`src/rtl/cpu_exc_pkg.sv`:
```
// Shared exception-control definitions: FSM state encoding, MIPS ExcCode values
// and the default handler entry address.
package cpu_exc_pkg;

  typedef enum logic [1:0] {
    ST_IDLE     = 2'd0,
    ST_FLUSH    = 2'd1,
    ST_REDIRECT = 2'd2
  } exc_state_e;

  localparam logic [4:0] EXC_INT  = 5'h00;
  localparam logic [4:0] EXC_ADEL = 5'h04;
  localparam logic [4:0] EXC_ADES = 5'h05;
  localparam logic [4:0] EXC_SYS  = 5'h08;
  localparam logic [4:0] EXC_BP   = 5'h09;
  localparam logic [4:0] EXC_RI   = 5'h0A;
  localparam logic [4:0] EXC_OV   = 5'h0C;

  localparam logic [31:0] EXC_VECTOR_DEFAULT = 32'hBFC0_0380;

  // Address errors are the only causes that latch BadVAddr.
  function automatic logic is_addr_err(input logic [4:0] code);
    return (code == EXC_ADEL) || (code == EXC_ADES);
  endfunction

endpackage

```
`src/rtl/exc_epc_ctrl_if.sv`:
```
// Pipeline <-> exception controller bus: MEM-stage exception/ERET request in,
// flush and fetch-redirect handshake out.
interface exc_epc_ctrl_if;
  logic        exc_valid;
  logic [4:0]  exc_code;
  logic [31:0] exc_pc;
  logic        exc_in_dslot;
  logic [31:0] exc_badvaddr;
  logic        eret;
  logic        redirect_ack;
  logic        flush;
  logic        redirect_valid;
  logic [31:0] redirect_pc;

  modport master (
    output exc_valid, exc_code, exc_pc, exc_in_dslot, exc_badvaddr, eret, redirect_ack,
    input  flush, redirect_valid, redirect_pc
  );

  modport slave (
    input  exc_valid, exc_code, exc_pc, exc_in_dslot, exc_badvaddr, eret, redirect_ack,
    output flush, redirect_valid, redirect_pc
  );
endinterface

```
`src/rtl/epc_sel.sv`:
```
// EPC selection: a delay-slot fault restarts at the branch, one word earlier.
module epc_sel (
  input  logic [31:0] pc,
  input  logic        in_dslot,
  output logic [31:0] epc,
  output logic        bd
);
  assign epc = in_dslot ? (pc - 32'd4) : pc;
  assign bd  = in_dslot;
endmodule

```
`src/rtl/exc_epc_ctrl.sv`:
```
// Exception / ERET controller: captures EPC/Cause/Status, flushes the pipe and
// redirects fetch. Define EXC_BADVADDR_EN to implement the BadVAddr register.
module exc_epc_ctrl
  import cpu_exc_pkg::*;
#(
  parameter logic [31:0] EXC_VECTOR = EXC_VECTOR_DEFAULT
) (
  input  logic              clk,
  input  logic              resetn,
  exc_epc_ctrl_if.slave     bus,
  output logic [31:0]       epc_o,
  output logic              cause_bd,
  output logic [4:0]        cause_exccode,
  output logic              status_exl,
  output logic [31:0]       badvaddr_o
);

  localparam logic [1:0] IDLE     = ST_IDLE;
  localparam logic [1:0] FLUSH    = ST_FLUSH;
  localparam logic [1:0] REDIRECT = ST_REDIRECT;

  logic [1:0]  state_reg, state_next;
  logic [31:0] redirect_pc_reg;
  logic [31:0] epc_reg;
  logic        bd_reg;
  logic [4:0]  exccode_reg;
  logic        exl_reg;
  logic [31:0] badvaddr_reg;
  logic [31:0] sel_epc;
  logic        sel_bd;
  logic        exc_take, eret_take;

  // Requests are only honoured in IDLE; exception has priority over ERET.
  assign exc_take  = (state_reg == IDLE) && bus.exc_valid;
  assign eret_take = (state_reg == IDLE) && bus.eret && !bus.exc_valid;

  epc_sel u_epc_sel (
    .pc       (bus.exc_pc),
    .in_dslot (bus.exc_in_dslot),
    .epc      (sel_epc),
    .bd       (sel_bd)
  );

  always_comb begin
    state_next = state_reg;
    case (state_reg)
      IDLE:     if (exc_take || eret_take) state_next = FLUSH;
      FLUSH:    state_next = REDIRECT;
      REDIRECT: if (bus.redirect_ack) state_next = IDLE;
      default:  state_next = IDLE;
    endcase
  end

  always_ff @(posedge clk or negedge resetn) begin
    if (!resetn) begin
      state_reg       <= IDLE;
      redirect_pc_reg <= 32'h0;
      epc_reg         <= 32'h0;
      bd_reg          <= 1'b0;
      exccode_reg     <= 5'h0;
      exl_reg         <= 1'b0;
    end else begin
      state_reg <= state_next;
      if (exc_take) begin
        // Nested exception keeps the original restart point.
        if (!exl_reg) begin
          epc_reg <= sel_epc;
          bd_reg  <= sel_bd;
        end
        exl_reg         <= 1'b1;
        exccode_reg     <= bus.exc_code;
        redirect_pc_reg <= EXC_VECTOR;
      end else if (eret_take) begin
        exl_reg         <= 1'b0;
        redirect_pc_reg <= epc_reg;
      end
    end
  end

`ifdef EXC_BADVADDR_EN
  always_ff @(posedge clk or negedge resetn) begin
    if (!resetn) begin
      badvaddr_reg <= 32'h0;
    end else if (exc_take && is_addr_err(bus.exc_code)) begin
      badvaddr_reg <= bus.exc_badvaddr;
    end
  end
`else
  logic unused_badvaddr;
  assign unused_badvaddr = ^bus.exc_badvaddr;
  assign badvaddr_reg    = 32'h0;
`endif

  assign bus.flush          = (state_reg == FLUSH);
  assign bus.redirect_valid = (state_reg == REDIRECT);
  assign bus.redirect_pc    = redirect_pc_reg;

  assign epc_o         = epc_reg;
  assign cause_bd      = bd_reg;
  assign cause_exccode = exccode_reg;
  assign status_exl    = exl_reg;
  assign badvaddr_o    = badvaddr_reg;

endmodule

```
`src/flat_wrapper.sv`:
```
// flat-port wrapper written by rule: the top's interface ports become plain ports
module exc_epc_ctrl_flat import cpu_exc_pkg::*;
#(
  parameter logic [31:0] EXC_VECTOR = EXC_VECTOR_DEFAULT
)
  (clk, resetn, epc_o, cause_bd, cause_exccode, status_exl, badvaddr_o, bus_exc_valid, bus_exc_code, bus_exc_pc, bus_exc_in_dslot, bus_exc_badvaddr, bus_eret, bus_redirect_ack, bus_flush, bus_redirect_valid, bus_redirect_pc);
  exc_epc_ctrl_if bus_i ();
  input  logic clk;
  input  logic resetn;
  output logic [31:0] epc_o;
  output logic cause_bd;
  output logic [4:0] cause_exccode;
  output logic status_exl;
  output logic [31:0] badvaddr_o;
  input wire logic [$bits(bus_i.exc_valid)-1:0] bus_exc_valid;
  input wire logic [$bits(bus_i.exc_code)-1:0] bus_exc_code;
  input wire logic [$bits(bus_i.exc_pc)-1:0] bus_exc_pc;
  input wire logic [$bits(bus_i.exc_in_dslot)-1:0] bus_exc_in_dslot;
  input wire logic [$bits(bus_i.exc_badvaddr)-1:0] bus_exc_badvaddr;
  input wire logic [$bits(bus_i.eret)-1:0] bus_eret;
  input wire logic [$bits(bus_i.redirect_ack)-1:0] bus_redirect_ack;
  output wire logic [$bits(bus_i.flush)-1:0] bus_flush;
  output wire logic [$bits(bus_i.redirect_valid)-1:0] bus_redirect_valid;
  output wire logic [$bits(bus_i.redirect_pc)-1:0] bus_redirect_pc;
  assign bus_i.exc_valid = bus_exc_valid;
  assign bus_i.exc_code = bus_exc_code;
  assign bus_i.exc_pc = bus_exc_pc;
  assign bus_i.exc_in_dslot = bus_exc_in_dslot;
  assign bus_i.exc_badvaddr = bus_exc_badvaddr;
  assign bus_i.eret = bus_eret;
  assign bus_i.redirect_ack = bus_redirect_ack;
  assign bus_flush = bus_i.flush;
  assign bus_redirect_valid = bus_i.redirect_valid;
  assign bus_redirect_pc = bus_i.redirect_pc;
  exc_epc_ctrl #(.EXC_VECTOR(EXC_VECTOR)) u_core (.clk(clk), .resetn(resetn), .bus(bus_i), .epc_o(epc_o), .cause_bd(cause_bd), .cause_exccode(cause_exccode), .status_exl(status_exl), .badvaddr_o(badvaddr_o));
endmodule
```
`config.mk`:
```
export PLATFORM = sky130hd
export DESIGN_NAME = exc_epc_ctrl_flat
export DESIGN_NICKNAME = d
export VERILOG_FILES = /design/src/rtl/cpu_exc_pkg.sv /design/src/rtl/exc_epc_ctrl_if.sv /design/src/rtl/epc_sel.sv /design/src/rtl/exc_epc_ctrl.sv /design/src/flat_wrapper.sv
export SDC_FILE = /design/constraint.sdc
export NUM_CORES = 1
export LEC_CHECK = 0
export CORE_AREA = 10 10 103 105
export DETAILED_ROUTE_END_ITERATION = 10
export DIE_AREA = 0 0 113 115
export PLACE_DENSITY = 0.9
export SLEW_MARGIN = 15
export SYNTH_ARGS = -nofsm -noshare
export SYNTH_HDL_FRONTEND = slang
export SYNTH_SLANG_ARGS = --single-unit
```
`constraint.sdc`:
```
create_clock -name clk -period 5.1 [get_ports clk]
set_input_delay 1.02 -clock clk [delete_from_list [all_inputs] [get_ports clk]]
set_output_delay 1.02 -clock clk [all_outputs]
set_load 0.01 [all_outputs]
```
; ---- After elaboration in Yosys (flattened, before gate mapping)
; Index checks and enable logic that the tools add are counted.
; W data, S select, Z words.
[classes]
addsub = 1
eq_ne = 4
n_mux = 8
n_bitwise = 1
n_reduce_logical = 9
[ops]
columns = op, count
row1 = $mux W32, 3
row2 = $sub A32 B3 Y32 const B, 1
row3 = $pmux W2 S3, 1
row4 = $mux W2, 2
row5 = $ne A2 B2 Y1 const B, 2
row6 = $reduce_and A2 Y1, 2
row7 = $logic_and A1 B1 Y1, 3
row8 = $eq A2 B1 Y1 const B, 1
row9 = $eq A2 B2 Y1 const B, 1
row10 = $logic_not A2 Y1, 1
row11 = $mux W1, 2
row12 = $reduce_bool A2 Y1, 1
row13 = $logic_not A1 Y1, 1
row14 = $logic_or A1 B1 Y1, 1
row15 = $not A1 Y1, 1
[totals]
register_bits = 73
in_bits = 75

; ---- Depth between registers and ports, before layout
; Gate-level depths: netlist of run 1.
[logic_depth]
ltp_word = 6
depth_mapped = 8
mapped_depth_nobuf = 7

; ---- Modules after synthesis
; A second synthesis of run 1 with hierarchy kept.
[hier_totals]
hier_cells = 285
area_unflattened_um2 = 3702.3
[by_module_without_submodules]
columns = module, instances, cells_each, area_per_inst_um2, seq_area_each_um2
row1 = exc_epc_ctrl, 1, 199, 3078.0, 1826.8
row2 = epc_sel, 1, 86, 624.3, 0.0

; ---- Least setup slack after synthesis of run 1
; OpenSTA, ideal clock, no wires.
[synth_timing]
kind = input port to flip-flop
start = input bus_exc_pc[24]
end = register u_core.epc_reg[31] (netlist: u_core.epc_o[31])
setup_ns = 0.122
arrival_ns = 2.348
required_time_ns = 4.978
slack_ns = 2.630
cell_stages = 5
cell_sequence = or3_4 or4_4 nor4_4 xnor2_1 a21oi_2
[synth_via]
elab_chain_len = 2
[synth_lines]
columns = element, line_no
row1 = "start, declared", flat_wrapper.sv:17  ; input wire logic [$bits(bus_i.exc_pc)-1:0] bus_exc_pc;
row2 = $sub A32 B3 Y32, epc_sel.sv:8  ; assign epc = in_dslot ? (pc - 32'd4) : pc;
row3 = $mux W32, epc_sel.sv:8
row4 = "end signal, assigned", exc_epc_ctrl.sv:67  ; epc_reg <= sel_epc;
row5 = "end, declared", exc_epc_ctrl.sv:24  ; logic [31:0] epc_reg;
; Every way passes these cells.
; A chain may end at the register's enable or synchronous reset.

; ---- Worst setup path after layout of run 1
[layout_timing]
start = input bus_exc_valid
end = register u_core.epc_reg[20] (netlist: u_core.epc_o[20])
[layout_via]
elab_chain_len = 2
[layout_lines]
columns = element, line_no
row1 = "start, declared", flat_wrapper.sv:15  ; input wire logic [$bits(bus_i.exc_valid)-1:0] bus_exc_valid;
row2 = $logic_and A1 B1 Y1, exc_epc_ctrl.sv:34  ; assign exc_take = (state_reg == IDLE) && bus.exc_valid;
row3 = $reduce_and A2 Y1 (no line), n/a
; Every way passes these cells.

==> impl_metrics.env, run 1 <==
export IMPL_status="completed"
export IMPL_path_max_fanout=32
export IMPL_fin_skew_ps=10.9
export IMPL_diodes=0
export IMPL_post_route_min_period_ps=2970
export IMPL_dieArea_mm2=0.0130
export IMPL_critPathKind="in2reg"
export IMPL_num_vias=2693
export IMPL_worstPathRequired_ps=5360
export IMPL_syn_area_mm2=0.00357
export IMPL_synth_seq_cells=73
export IMPL_arrival_ps=3220
export IMPL_syn2layout_area_growth_pct=37.3
export IMPL_synth_edf_count=0
export IMPL_die_h_um=115
export IMPL_hpwlAfterDp_um=7340
export IMPL_dr_pass1_iters=4
export IMPL_cp_slowest_stage_delay_ps=660
export IMPL_die_x_um=113
export IMPL_reg2reg_from="u_core.state_reg[1]"
export IMPL_drive_above_1_share_pct=8.51
export IMPL_cts_buffer_depth=2
export IMPL_cts_hold_buf=0
export IMPL_cts_tree="yes"
export IMPL_cts_repair_resized=0
export IMPL_min_from="u_core.cause_exccode[0]"
export IMPL_p_per_area_mw_per_mm2=586
export IMPL_synthFlopType="dfrtp_1"
export IMPL_via_per_inst=4.96
export IMPL_worst_slew_pin_transition_ps=919
export IMPL_fin_hold_ws_ps=488
export IMPL_antenna_found_initial=0
export IMPL_peakVddDrop_v=0.000277
export IMPL_period_share_pct=58.1
export IMPL_cts_reportedPaths_clkPinSlew_ps=80
export IMPL_async_flop_share_pct=100
export IMPL_start_kind="input port"
export IMPL_core_area_mm2=0.00855
export IMPL_p_leak_nw=2.00
export IMPL_place_congestion=0.757
export IMPL_ys_types=43
export IMPL_max_slew_margin_pct=38.8
export IMPL_slew_viol_final=0
export IMPL_port_buffers=115
export IMPL_drtIter0Drc=130
export IMPL_wl_per_cell_um=18.1
export IMPL_grtUsageTotal_pct=14.8
export IMPL_rows=34
export IMPL_setup_viol=0
export IMPL_ios=180
export IMPL_h_tree_depth=3
export IMPL_fmax_mhz=337
export IMPL_grt_pass1_vias=2977
export IMPL_nFillCells=740
export IMPL_crit_path_start="bus_exc_valid"
export IMPL_clockRootBuffer="clkbuf_8"
export IMPL_cp_cell_sequence="clkdlybuf4s50_1 > and2_1 > nor2b_4 > buf_4 > nor2_1 > a21oi_1"
export IMPL_ys_warn_count=0
export IMPL_hold_violations=0
export IMPL_yosysSeqAreaShare_pct=51.2
export IMPL_cap_viol_max_count=0
export IMPL_clk_latency_ps=340
export IMPL_nets=506
export IMPL_hp_class="reg2reg"
export IMPL_grt_max_degree=74
export IMPL_netlist_instances=317
export IMPL_cts_sinks=73
export IMPL_route_detailed_drc=0
export IMPL_cts_buffers=9
export IMPL_path_buf_inv=2
export IMPL_wl_um=9820
export IMPL_syn_area_per_cell_um2=11.3
export IMPL_rsz0062_at_grt="no"
export IMPL_initial_core_util_pct=41.8
export IMPL_cts_setup_buffers=0
export IMPL_cp_top_family="simple AND/OR/NAND/NOR gates"
export IMPL_gr_total_overflow=0
export IMPL_critPathCaptureType="flip-flop"
export IMPL_cpMaxStageDelayCell="nor2b_4"
export IMPL_grt_pass1_wl_um=15700
export IMPL_tns_ps=0
export IMPL_ant_nets=0
[layer usage]
metal / wire length [um] / vias to the layer above / share of wire [%] / GRT usage [%]
li1: - / 1273 / - / -
met1: 4110 / 1306 / 42 / 17.8
met2: 4910 / 105 / 50 / 24.7
met3: 687 / 9 / 7.0 / 4.11
met4: 117 / 0 / 1.2 / 5.67
met5: 0 / - / 0 / 0
[final cells by class]
cell class	instances	area, um2	area share [%]
Clock buffer	11	141	2.88
Clock inverter	5	103	2.09
Inverter	4	15.0	0.306
Multi-Input combinational cell	224	1510	30.8
Sequential cell	73	1830	37.3
Tap cell	108	135	2.76
Timing Repair Buffer	118	1170	23.9
[placed cells by master (no fill, tap or decap), drive strengths merged, types with 2 or more instances in the layout]
| master | instances |
|---|---|
| conb | 32 |
| nor2b | 3 |
| a21oi | 30 |
| clkdlybuf4s50 | 114 |
| nor4 | 11 |
| bufinv | 3 |
| or3 | 3 |
| xor2 | 10 |
| buf | 4 |
| mux2 | 9 |
| nand2 | 5 |
| nand4b | 2 |
| nand3b | 2 |
| a21o | 2 |
| nand3 | 3 |
| nand2b | 3 |
| clkbuf | 11 |
| nor2 | 39 |
| xnor2 | 19 |
| o22a | 12 |
| a22o | 20 |
| nand4 | 2 |
| dfrtp | 73 |
| nor3 | 8 |
| inv | 4 |
[Yosys cell counts, types with 2 or more instances]
master	instances	share of area (%)
buf_12	2	1.1
nand4b_4	2	1.3
nor4_1	6	1.1
nor2_1	37	3.9
dfrtp_1	73	51
a22o_1	20	4.9
mux2_1	9	2.8
buf_4	33	6.9
nand3b_1	2	0.42
xor2_1	10	2.5
nand4_1	2	0.35
nand2_1	5	0.53
xnor2_1	19	4.7
a21oi_1	29	4.1
nor4_2	4	1.4
nor2b_1	3	0.53
nand2b_1	2	0.35
clkbuf_1	10	1.1
nand3_1	3	0.42
nor3_1	7	0.98
inv_1	4	0.42
o22a_1	12	2.9
a21o_1	2	0.42
or3_1	2	0.35
[where the power goes]
part | internal [mW] | switching, mW
registers | 0.862 | 0.200
logic | 0.713 | 0.547
clock network | 0.338 | 0.212
[logic make-up (layout without fill, tap and decap cells)]
group                    after synthesis  in the layout  synth area share (%)
multiplexers                           9              9                  2.84
flip-flops                            73             73                  51.2
XOR/XNOR                              29             29                  7.11
other                                  1             32                 0.105
adder cells (fa/ha/maj)                1              1                 0.350
AO/OA/AOI/OAI                         65             65                  12.7
buffers and inverters                 51            138                  10.1
AND/OR/NAND/NOR                       88             88                  15.6
[through the flow]
| step | util (%) | std cells | setup slack (ps) | power (mW) | instance area, um2 |
|---|---|---|---|---|---|
| floorplan | - | 348 | 2630 | 1.61 | 3690 |
| global placement | 54.5 | 527 | 1870 | 2.30 | 4660 |
| detailed placement | 54.5 | 527 | 1780 | 2.35 | 4660 |
| CTS | 57.3 | 543 | 2130 | 2.91 | 4900 |
| global route | 57.3 | 543 | 1950 | 3.06 | 4900 |
| finish | 57.3 | 543 | 2130 | 2.87 | 4900 |
[worst paths after layout]
check,to,slack [ps],cells after the start
hold reg to reg,u_core.cause_exccode[0],490,1
max in group asynchronous,u_core.epc_o[31],3690,1
hold / removal,u_core.cause_exccode[0],490,1
setup reg to reg,u_core.epc_o[20],2740,6
min in group asynchronous,u_core.cause_exccode[2],820,1
setup / recovery,u_core.epc_o[20],2130,6
No activity file was read; power rests on OpenSTA's default activity.
==> inputs of run 2 (changes only) <==
--- a/config.mk
+++ b/config.mk
@@ -5,10 +5,10 @@
 export SDC_FILE = /design/constraint.sdc
 export NUM_CORES = 1
 export LEC_CHECK = 0
-export CORE_AREA = 10 10 103 105
+export CORE_AREA = 10 10 111 113
 export DETAILED_ROUTE_END_ITERATION = 10
-export DIE_AREA = 0 0 113 115
-export PLACE_DENSITY = 0.9
+export DIE_AREA = 0 0 121 123
+export PLACE_DENSITY = 0.82
 export SLEW_MARGIN = 15
 export SYNTH_ARGS = -nofsm -noshare
 export SYNTH_HDL_FRONTEND = slang
==> constraint.sdc (replaced) <==
create_clock -name clk -period 2.5 [get_ports clk]
set_input_delay 0.5 -clock clk [delete_from_list [all_inputs] [get_ports clk]]
set_output_delay 0.5 -clock clk [all_outputs]
set_load 0.01 [all_outputs]
==> run 2 against run 1 <==
Worst hold slack worse by 200 ps. Sequential power is 100% higher. Worst setup slack worse by 1800 ps. Critical endpoint is now u_core.epc_o[19]. Highest routed layer unchanged. Clock power is 69% higher. Largest cell class unchanged. Count of clock-buffer cells in the layout is 1 higher. Non-clock buffer count is 24 higher. Combinational power is 110% higher.
==> impl_metrics.env, run 2 (synthesis results as in run 1) <==
export IMPL_status="completed"
export IMPL_cts_buffer_depth=2
export IMPL_syn2layout_area_growth_pct=42.4
export IMPL_die_h_um=123
export IMPL_max_slew_margin_pct=39.9
export IMPL_critPathKind="in2reg"
export IMPL_final_setup_worst_slack_ps=378
export IMPL_port_buffers=115
export IMPL_grt_pass1_wl_um=16000
export IMPL_cts_reportedPaths_clkPinSlew_ps=70
export IMPL_cell_internal_pwr_mw=3.77
export IMPL_peakVddDrop_v=0.000437
export IMPL_h_tree_depth=3
export IMPL_cts_setup_buffers=0
export IMPL_post_route_min_period_ps=2120
export IMPL_cts_hold_buf=0
export IMPL_slew_viol_final=0
export IMPL_grtUsageTotal_pct=13.5
export IMPL_core_area_mm2=0.0101
export IMPL_worstPathRequired_ps=2730
export IMPL_hpwlAfterDp_um=7710
export IMPL_clk_latency_ps=350
export IMPL_path_max_fanout=8
export IMPL_setup_viol=0
export IMPL_reg2reg_slack_ps=890
export IMPL_r2r_end="u_core.epc_o[13]"
export IMPL_grt_pass1_vias=3029
export IMPL_route_detailed_drc=0
export IMPL_fin_skew_ps=6.54
export IMPL_grt_max_degree=74
export IMPL_wl_per_cell_um=16.9
export IMPL_cts_tree="yes"
export IMPL_period_share_pct=84.9
export IMPL_initial_core_util_pct=35.2
export IMPL_cts_buffers=9
export IMPL_hp_class="in2async"
export IMPL_ios=180
export IMPL_fmax_mhz=471
export IMPL_diodes=0
export IMPL_cap_viol_max_count=0
export IMPL_reg2reg_from="u_core.state_reg[0]"
export IMPL_p_leak_nw=2.10
export IMPL_dieArea_mm2=0.0149
export IMPL_reg2regPathDepth=6
export IMPL_place_congestion=0.802
export IMPL_cts_repair_resized=0
export IMPL_nets=530
export IMPL_layout_commonest_cell="clkdlybuf4s50_1"
export IMPL_swShare_pct=34.1
export IMPL_ant_nets=0
export IMPL_cts_sinks=73
export IMPL_rows=37
export IMPL_power_net_switching_mw=1.95
export IMPL_antenna_found_initial=0
export IMPL_seqPwrFrac_pct=37.9
export IMPL_worst_slew_pin_transition_ps=902
export IMPL_start_kind="input port"
export IMPL_tns_ps=0
export IMPL_arrival_ps=2350
export IMPL_hold_violations=0
export IMPL_gr_total_overflow=0
export IMPL_clockRootBuffer="clkbuf_8"
export IMPL_p_comb_share_pct=45.8
export IMPL_via_per_inst=4.67
export IMPL_dr_pass1_iters=4
export IMPL_wl_um=10000
export IMPL_dp_slack_ps=31.4
export IMPL_die_x_um=121
export IMPL_rsz0062_at_grt="no"
export IMPL_critPathCaptureType="flip-flop"
export IMPL_drtIter0Drc=108
export IMPL_num_vias=2776
export IMPL_p_per_area_mw_per_mm2=1120
export IMPL_clkPwrFrac_pct=16.2
export IMPL_drive_above_1_share_pct=13.3
export IMPL_layout_cells_most_common_list="clkdlybuf4s50_1 (114), dfrtp_1 (73), nor2_1 (36), conb_1 (32), a21oi_1 (29)"
run 2: worst max-delay path, cell delays in order:
cell,delay [ps]
clkdlybuf4s50_1,440
buf_4,160
nor4_1,280
buf_4,170
nand4b_4,200
nor4_1,320
xnor2_1,190
a21oi_1,100
run 2: metal layers:
| layer | up-vias | track usage, % | routed length (um) |
|---|---|---|---|
| met1 | 1344 | 15.5 | 4170 |
| met3 | 12 | 3.33 | 659 |
| li1 | 1321 | - | - |
| met5 | - | 0 | 0 |
| met4 | 0 | 6.79 | 243 |
| met2 | 99 | 23.1 | 4950 |
run 2: power by group through the flow:
stage	logic (mW)	registers [mW]	clock network, mW
2_1_floorplan	0.899	2.38	0
3_3_place_gp	2.61	2.15	0
3_5_place_dp	2.67	2.19	0
4_1_cts	2.68	2.18	0.960
5_1_grt	2.84	2.25	1.00
6_report	2.62	2.17	0.927
run 2: through the flow:
| stage | utilization, % | instance area (um2) | hold slack, ps | power (mW) | std cells |
|---|---|---|---|---|---|
| 2_1_floorplan | - | 3690 | 204 | 3.28 | 348 |
| 3_3_place_gp | 48.2 | 4890 | 466 | 4.76 | 579 |
| 3_5_place_dp | 48.2 | 4890 | 480 | 4.87 | 579 |
| 4_1_cts | 50.2 | 5080 | 313 | 5.82 | 594 |
| 5_1_grt | 50.2 | 5080 | 367 | 6.09 | 594 |
| 6_report | 50.2 | 5080 | 293 | 5.72 | 594 |
run 2: cell type report:
class	instances	area [um2]
inverters	4	15.0
well taps	136	170
clock inverters	3	40.0
repair buffers	142	1360
multi-input cells	224	1510
fillers	916	5050
clock buffers	12	155
flip-flops and latches	73	1830
run 2: worst max path at each step:
stage / from / endpoint / slack [ps] / cells past startpoint
floorplan: bus_exc_pc[24] / u_core.epc_o[31] / 550 / 5
global placement: bus_exc_pc[25] / u_core.epc_o[31] / 50 / 6
detailed placement: bus_exc_pc[25] / u_core.epc_o[31] / 30 / 6
CTS: bus_exc_pc[14] / u_core.epc_o[19] / 390 / 8
global route: bus_exc_pc[10] / u_core.epc_o[27] / 200 / 8
finish: bus_exc_pc[14] / u_core.epc_o[19] / 380 / 8
==> inputs of run 3 (changes only) <==
==> constraint.sdc (replaced) <==
create_clock -name clk -period 1.81 [get_ports clk]
set_input_delay 0.362 -clock clk [delete_from_list [all_inputs] [get_ports clk]]
set_output_delay 0.362 -clock clk [all_outputs]
set_load 0.01 [all_outputs]
==> run 3 against run 2 <==
Count of clock-buffer cells in the layout rose by 2. Highest routed layer unchanged. Clock skew increased by 3.4 ps. Non-clock buffer count is 35 higher. Wire length is 9.2% higher. Register-to-register slack got worse by 790 ps. Sequential power rose by 39%. Core utilization is 4.6 points higher. First-iteration DRC count increased by 81%. Largest cell class unchanged. Cell area increased by 9.2%. Worst setup slack lost 340 ps. Final cell count rose by 6.1%. Combinational power is 42% higher.
==> impl_metrics.env, run 3 (synthesis results as in run 1) <==
export IMPL_fmax_mhz=565
export IMPL_grt_pass1_wl_um=17400
export IMPL_grt_pass1_vias=3281
export IMPL_start_kind="input port"
export IMPL_wl_um=10900
export IMPL_wl_met1_um=4430
export IMPL_dpl_cell_area_mm2=0.00513
export IMPL_cpMaxStageDelayCell="clkdlybuf4s50_1"
export IMPL_arrival_ps=2010
export IMPL_ios=180
export IMPL_gr_total_overflow=0
export IMPL_p_leak_nw=2.43
export IMPL_core_area_mm2=0.0101
export IMPL_critPathKind="in2reg"
export IMPL_swShare_pct=34.8
export IMPL_setup_viol=0
export IMPL_dr_pass1_iters=4
export IMPL_route_detailed_drc=0
export IMPL_initial_core_util_pct=35.2
export IMPL_drive_above_1_share_pct=22.1
export IMPL_layout_cells_most_common_list="clkdlybuf4s50_1 (97), dfrtp_1 (73), buf_4 (56), nor2_1 (37), conb_1 (32)"
export IMPL_antenna_found_initial=0
export IMPL_drtIter0Drc=195
export IMPL_port_buffers=115
export IMPL_status="completed"
export IMPL_ant_nets=0
export IMPL_nets=565
export IMPL_post_route_min_period_ps=1770
export IMPL_cp_cell_sequence="clkdlybuf4s50_1 > inv_2 > ha_4 > nand2b_1 > nand3b_1 > buf_6 > buf_4 > nor3_2 > xnor2_1 > a21oi_1"
export IMPL_h_tree_depth=3
export IMPL_rsz0062_at_grt="yes"
export IMPL_clkPwrFrac_pct=15.6
export IMPL_dieArea_mm2=0.0149
export IMPL_syn2layout_area_growth_pct=55.5
export IMPL_slew_viol_final=0
export IMPL_via_per_inst=4.74
export IMPL_rows=37
export IMPL_die_h_um=123
export IMPL_diodes=0
export IMPL_peakVddDrop_v=0.000609
export IMPL_hp_class="reg2reg"
export IMPL_hold_violations=0
export IMPL_grtUsageTotal_pct=14.7
export IMPL_critPathCaptureType="flip-flop"
export IMPL_layout_commonest_cell="clkdlybuf4s50_1"
export IMPL_wl_met3_um=749
export IMPL_wl_per_cell_um=17.4
export IMPL_hpwlAfterDp_um=8110
export IMPL_clockRootBuffer="clkbuf_8"
export IMPL_cts_tree="yes"
export IMPL_nFillCells=858
export IMPL_num_vias=2989
export IMPL_power_net_switching_mw=2.77
export IMPL_final_setup_worst_slack_ps=41.1
export IMPL_cell_internal_pwr_mw=5.19
export IMPL_p_comb_share_pct=46.6
export IMPL_place_congestion=0.809
export IMPL_clk_latency_ps=360
export IMPL_fin_skew_ps=9.96
export IMPL_worstPathRequired_ps=2050
export IMPL_path_buf_inv=4
export IMPL_dp_slack_ps=-515
export IMPL_met2_length_um=5560
export IMPL_cts_buffer_depth=2
export IMPL_period_share_pct=97.7
export IMPL_cp_slowest_stage_delay_ps=460
export IMPL_grt_max_degree=44
export IMPL_seqPwrFrac_pct=37.8
export IMPL_path_max_fanout=4
export IMPL_design_area_mm2=0.00555
export IMPL_die_x_um=121
export IMPL_p_per_area_mw_per_mm2=1430
export IMPL_cts_reportedPaths_clkPinSlew_ps=70
export IMPL_cts_sinks=73
export IMPL_top_layer_used="met4"
export IMPL_cp_top_family="buffers and inverters"
export IMPL_cap_viol_max_count=0
export IMPL_cts_buffers=9
run 3: cell types whose count changed in the layout (fill, tap and decap cells not counted), sizes merged, moves of 2 or more:
cell	delta
buf	+34
clkbuf	+2
dlymetal6s2s	+6
dlygate4sd2	+11
clkdlybuf4s50	-17
run 3: worst paths after layout:
| path | startpoint | slack, ps | end | cells after the start |
|---|---|---|---|---|
| worst max-delay path | bus_exc_pc[2] | 40 | u_core.epc_o[26] | 10 |
| worst min-delay path | u_core.cause_exccode[3] | 500 | u_core.cause_exccode[3] | 1 |
| worst max register to register | u_core.state_reg[0] | 100 | u_core.epc_o[25] | 6 |
| worst min register to register | u_core.cause_exccode[3] | 500 | u_core.cause_exccode[3] | 1 |
| max in group asynchronous | resetn | 710 | u_core.bus.redirect_pc[18] | 3 |
| min in group asynchronous | resetn | 510 | u_core.epc_o[5] | 2 |
run 3: final cells by class:
class,count,area [um2],share of cell area (%)
clock buffer,14,183,3.29
clock inverter,2,10.0,0.180
inverter,4,15.0,0.270
multi-input combinational,224,1670,30.1
sequential,73,1830,32.9
tap,136,170,3.07
timing repair buffer,177,1680,30.2
run 3: metrics by stage:
step	std cells	hold WS (ps)	setup TNS, ps	util, %	power, mW
2_1_floorplan	348	66.4	0	-	4.53
3_3_place_gp	606	324	-8430	50.6	6.67
3_5_place_dp	606	327	-9350	50.6	6.81
4_1_cts	628	495	0	53.8	8.06
5_1_grt	630	508	-107	54.8	8.50
6_report	630	497	0	54.8	7.96
run 3: worst register-to-register path, delay by kind of cell, from the launching register on:
kind	cells	cell delay, ps
flops	1	390
compound gates	1	150
simple gates	4	860
buf+inv	1	230
run 3: repair_timing:
item,4_1_cts,5_1_grt
resized for setup,27,18
hold buffers,1,0
endpoints found under the hold margin,30,0
endpoints found under the setup margin,18,17
pin swaps,7,8
buffers inserted,5,2
run 3: power groups by stage:
stage	registers (mW)	clock network, mW	logic [mW]
floorplan	3.29	0	1.24
global placement	2.98	0	3.68
detailed placement	3.04	0	3.76
CTS	3.02	1.27	3.77
global route	3.13	1.36	4.01
finish	3.01	1.24	3.71
run 3: metal layers:
| metal | up-vias | global-route usage [%] |
|---|---|---|
| met5 | - | 0 |
| met4 | 0 | 6.49 |
| met3 | 11 | 4.83 |
| met2 | 101 | 25.2 |
| met1 | 1478 | 16.5 |
| li1 | 1399 | - |
